`src/rtl/menu_char_render.sv`:
```
// Text-box overlay for a VGA stream: addresses an external text/font ROM pair and
// paints lit glyph pixels over the background, with a fixed 4-cycle pipeline.
module menu_char_render #(
    parameter logic [10:0] XPOS       = 11'd448,
    parameter logic [10:0] YPOS       = 11'd256,
    parameter logic [11:0] TEXT_COLOR = 12'hFFF
) (
    input  logic        clk,
    input  logic        rst,
    input  logic [10:0] hcount_in,
    input  logic [10:0] vcount_in,
    input  logic        hsync_in,
    input  logic        vsync_in,
    input  logic        hblnk_in,
    input  logic        vblnk_in,
    input  logic [11:0] rgb_in,
    input  logic [7:0]  char_pixels,
    output logic [7:0]  char_xy,
    output logic [3:0]  char_line,
    output logic [10:0] hcount_out,
    output logic [10:0] vcount_out,
    output logic        hsync_out,
    output logic        vsync_out,
    output logic        hblnk_out,
    output logic        vblnk_out,
    output logic [11:0] rgb_out
);

    typedef struct packed {
        logic [10:0] h;
        logic [10:0] v;
        logic        hs;
        logic        vs;
        logic        hb;
        logic        vb;
        logic [11:0] rgb;
        logic        ib;
        logic [2:0]  px;
    } pix_t;

    pix_t        pipe_q [3];
    pix_t        pipe0_d;
    logic [6:0]  hrel;
    logic [7:0]  vrel;
    logic        in_box;
    logic        glyph;
    logic [7:0]  char_xy_q, char_xy_d;
    logic [3:0]  char_line_q, char_line_d;
    logic [10:0] hcount_q, vcount_q;
    logic        hsync_q, vsync_q, hblnk_q, vblnk_q;
    logic [11:0] rgb_q, rgb_d;

    always_comb begin
        // Only the low bits of the offsets are ever used, so narrow subtraction suffices.
        hrel   = hcount_in[6:0] - XPOS[6:0];
        vrel   = vcount_in[7:0] - YPOS[7:0];
        in_box = ({1'b0, hcount_in} >= {1'b0, XPOS}) &&
                 ({1'b0, hcount_in} <  ({1'b0, XPOS} + 12'd128)) &&
                 ({1'b0, vcount_in} >= {1'b0, YPOS}) &&
                 ({1'b0, vcount_in} <  ({1'b0, YPOS} + 12'd256));

        pipe0_d = '{h: hcount_in, v: vcount_in, hs: hsync_in, vs: vsync_in,
                    hb: hblnk_in, vb: vblnk_in, rgb: rgb_in, ib: in_box, px: hrel[2:0]};

        char_xy_d   = in_box ? {vrel[7:4], hrel[6:3]} : 8'd0;
        char_line_d = in_box ? vrel[3:0] : 4'd0;

        glyph = char_pixels[3'd7 - pipe_q[2].px];
        rgb_d = (pipe_q[2].ib && !pipe_q[2].hb && !pipe_q[2].vb && glyph) ? TEXT_COLOR
                                                                         : pipe_q[2].rgb;
    end

    always_ff @(posedge clk) begin
        if (rst) begin
            for (int i = 0; i < 3; i++) pipe_q[i] <= '0;
            char_xy_q   <= 8'd0;
            char_line_q <= 4'd0;
            hcount_q    <= 11'd0;
            vcount_q    <= 11'd0;
            hsync_q     <= 1'b0;
            vsync_q     <= 1'b0;
            hblnk_q     <= 1'b0;
            vblnk_q     <= 1'b0;
            rgb_q       <= 12'd0;
        end else begin
            pipe_q[0]   <= pipe0_d;
            pipe_q[1]   <= pipe_q[0];
            pipe_q[2]   <= pipe_q[1];
            char_xy_q   <= char_xy_d;
            char_line_q <= char_line_d;
            hcount_q    <= pipe_q[2].h;
            vcount_q    <= pipe_q[2].v;
            hsync_q     <= pipe_q[2].hs;
            vsync_q     <= pipe_q[2].vs;
            hblnk_q     <= pipe_q[2].hb;
            vblnk_q     <= pipe_q[2].vb;
            rgb_q       <= rgb_d;
        end
    end

    assign char_xy    = char_xy_q;
    assign char_line  = char_line_q;
    assign hcount_out = hcount_q;
    assign vcount_out = vcount_q;
    assign hsync_out  = hsync_q;
    assign vsync_out  = vsync_q;
    assign hblnk_out  = hblnk_q;
    assign vblnk_out  = vblnk_q;
    assign rgb_out    = rgb_q;

endmodule
```
`config.mk`:
```
export PLATFORM = sky130hd
export DESIGN_NAME = menu_char_render
export DESIGN_NICKNAME = d
export VERILOG_FILES = /design/src/rtl/menu_char_render.sv
export SDC_FILE = /design/constraint.sdc
export NUM_CORES = 1
export LEC_CHECK = 0
export CORE_ASPECT_RATIO = 2
export CORE_MARGIN = 2
export CORE_UTILIZATION = 45
export DETAILED_ROUTE_END_ITERATION = 12
export GPL_TIMING_DRIVEN = 0
export PLACE_DENSITY = 0.75
export SYNTH_ARGS = -nofsm -noshare
export SYNTH_HDL_FRONTEND = slang
export SYNTH_SLANG_ARGS = --single-unit
```
`constraint.sdc`:
```
create_clock -name clk -period 1.7 [get_ports clk]
set_input_delay 0.34 -clock clk [delete_from_list [all_inputs] [get_ports clk]]
set_output_delay 0.34 -clock clk [all_outputs]
set_load 0.03 [all_outputs]
```
==> flow_summary.ini <==
[run_status]
status = complete, no violations

[sta]
finalHoldViolCount = 0
finalSetupViolCount = 0
skew_ps = 6.793
tns_ps = 0
max_slew.worst_pin.slew_ps = 486.7
slew_headroom = 0.6755
rsz0062_at_grt = no
layout_min_cycle_time_ps = 1551
slew_viol_final = 0
fmax_ghz = 0.6448
period_share = 0.9123

[worst_setup_path]
timing.rr.start = pipe_q[0][115]
critPathSlowestCell = mux4_2
r2r_cells = 4
r2r-end = rgb_out[9]
cp_top_family = multiplexers
path_cells = mux4_2 > nor2b_2 > buf_4 > o32ai_2
cp.required_ps = 1980
cp_max_fo = 10
cpPeakStageDelay_ps = 530
cp.arrival_ps = 1830
cp-start-kind = flip-flop
reg2reg_setup_slack_ps = 150
end_kind = flip-flop
critPathBufInv = 1
criticalPathCategory = reg2reg

[placement]
placedCellCount = 612
dpl.hpwl_mm = 5.263
gp_congestion = 0.6939
place_area_um2 = 5893
portBuffers = 97

[routing]
wirelength_mm = 7.216
vias_per_cell = 4.213
wl_per_cell_um = 11.22
drtPass1Iterations = 4
drc_errors = 0
vias = 2709
ant_nets = 0
drt_iter0_drc = 59

[worst_hold_path]
min_path_cells = 1
hp-start = pipe_q[0][83]
hold_end = pipe_q[0][125]
hp-class = reg2reg

[synthesis]
synth_top_family_by_area = simple AND/OR/NAND/NOR gates
synth.mux.area_fraction = 0.008954
ys_seq_area_frac = 0.7037
synthesis.area_um2 = 4751
synth_compound_area_frac = 0.04188
synthCells = 378
yosys.area_share.simple = 0.2149
synth_cell_types = 22
syn_avg_cell_area_um2 = 12.57
ys_ff_latch = 167
synth-xor-area-share = 0
synth_warnings = 0
synthAdderAreaFrac = 0
syn-num-nets = 426

[cells_and_area]
finalNonFillerCells = 643
final_cell_mix = dfxtp_1, nor2b_1, dlygate4sd2_1
final_nets = 542
antenna_cells = 0
drive_above_1_share = 0.09881
final_common_cell = dfxtp_1
synthToLayoutAreaGrowth_pct = 34.87
design_area_um2 = 6407

[floorplan]
num_io_pins = 98
row_count = 53
die_x_um = 76.66
start_util = 0.4563
core_um2 = 10410
die_h_um = 149.3
dieArea_um2 = 11450

[grt]
grt_pass1_vias = 2712
grt_max_degree = 17
antenna_found_initial = 0
grt_pass1_wl_mm = 12.02
grt_overflow_total = 0
grt_util_all_layers = 0.1368

[clock_network]
postCtsSetupBuffers = 0
numCtsBuffers = 17
cts_sinks = 167
cts_htree_levels = 4
clk_latency_ps = 410
cts_root_buffer = clkbuf_16
cts_hold_buf = 0
tritoncts = done
ctsLongestPathBuffers = 2
clk_pin_slew_ps = 60

[power]
peakVddDrop_mv = 0.8956
p_leak_nw = 2.729
power_density_nw_per_um2 = 1260
total_power_mw = 8.072

[job]
cap_violations = 0
worst max-delay path by stage:
stage                        start          to  slack (ps)  cells after the start
detailed placement             rst  rgb_out[9]        -380                      5
floorplan           pipe_q[0][115]  rgb_out[0]         250                      4
finish              pipe_q[0][115]  rgb_out[9]         150                      4
CTS                            rst  rgb_out[9]          50                      5
global route        pipe_q[0][115]  rgb_out[7]          60                      4
global placement               rst  rgb_out[8]        -350                      5
stage by stage:
step                      setup WS, ps  hold slack [ps]    util
final                            149.1            432.2  0.6154
after global routing             58.81            453.2  0.6154
after CTS                        51.48            436.4  0.6153
after detailed placement        -384.6            422.6  0.5660
after global placement          -352.2            417.9  0.5660
after floorplan                  252.3            411.6       -
worst reg2reg max path, stage by stage, from the launching register on:
cell and delay [ps]:
dfxtp_1 390, mux4_2 530, nor2b_2 170, buf_4 220
o32ai_2 110
layout make-up:
class	count	area, um2
buffer	21	101.3
clock buffer	17	425.4
inverter	12	45.04
fill	844	4004
timing repair buffer	97	908.4
multi-input combinational	178	1262
clock inverter	14	150.1
sequential	167	3343
tap	137	171.4
metal layers:
layer  GRT usage  share of wire  up-vias
li1            -              -     1403
met1      0.1188           0.35     1215
met2      0.2619           0.57       77
met3     0.05145          0.049       14
met4     0.07727          0.024        0
met5           0              0        -
flip-flops by register name, summed over array words and instances (netlist names), 4 cells and up:
signal / count
hcount_out: 11
pipe_q: 117
char_xy: 8
rgb_out: 12
vcount_out: 11
char_line: 4
power breakdown:
group	internal, mW	switching, mW
logic	0.198	0.162
registers	4.04	0.0253
clock network	2.17	1.48
total	6.40	1.67
cells in the mapped netlist, drive strengths merged:
master,number,area [um2]
o32ai,12,180.2
nor4b,1,8.760
nor2,1,3.750
clkbuf,12,45.04
mux4,1,22.52
nor3,1,5.000
buf,9,55.05
and4b,1,10.01
mux2i,2,20.02
inv,12,45.04
or4b,1,13.76
and2b,1,7.510
dfxtp,167,3343
and2,11,68.82
o211a,1,10.01
nor2b,144,903.4
a22o,1,8.760
cells by family after synthesis:
group / after synthesis
flip-flops: 167
multiplexers: 3
buffers and inverters: 33
AND/OR/NAND/NOR: 161
AO/OA/AOI/OAI: 14
repair_timing:
action / 4_1_cts / 5_1_grt
pin swaps: 0 / 0
resized for setup: 50 / 2
hold endpoints to repair: 0 / 0
endpoints found under the setup margin: 50 / 10
Note: power is estimated with default switching activity, not from simulation.
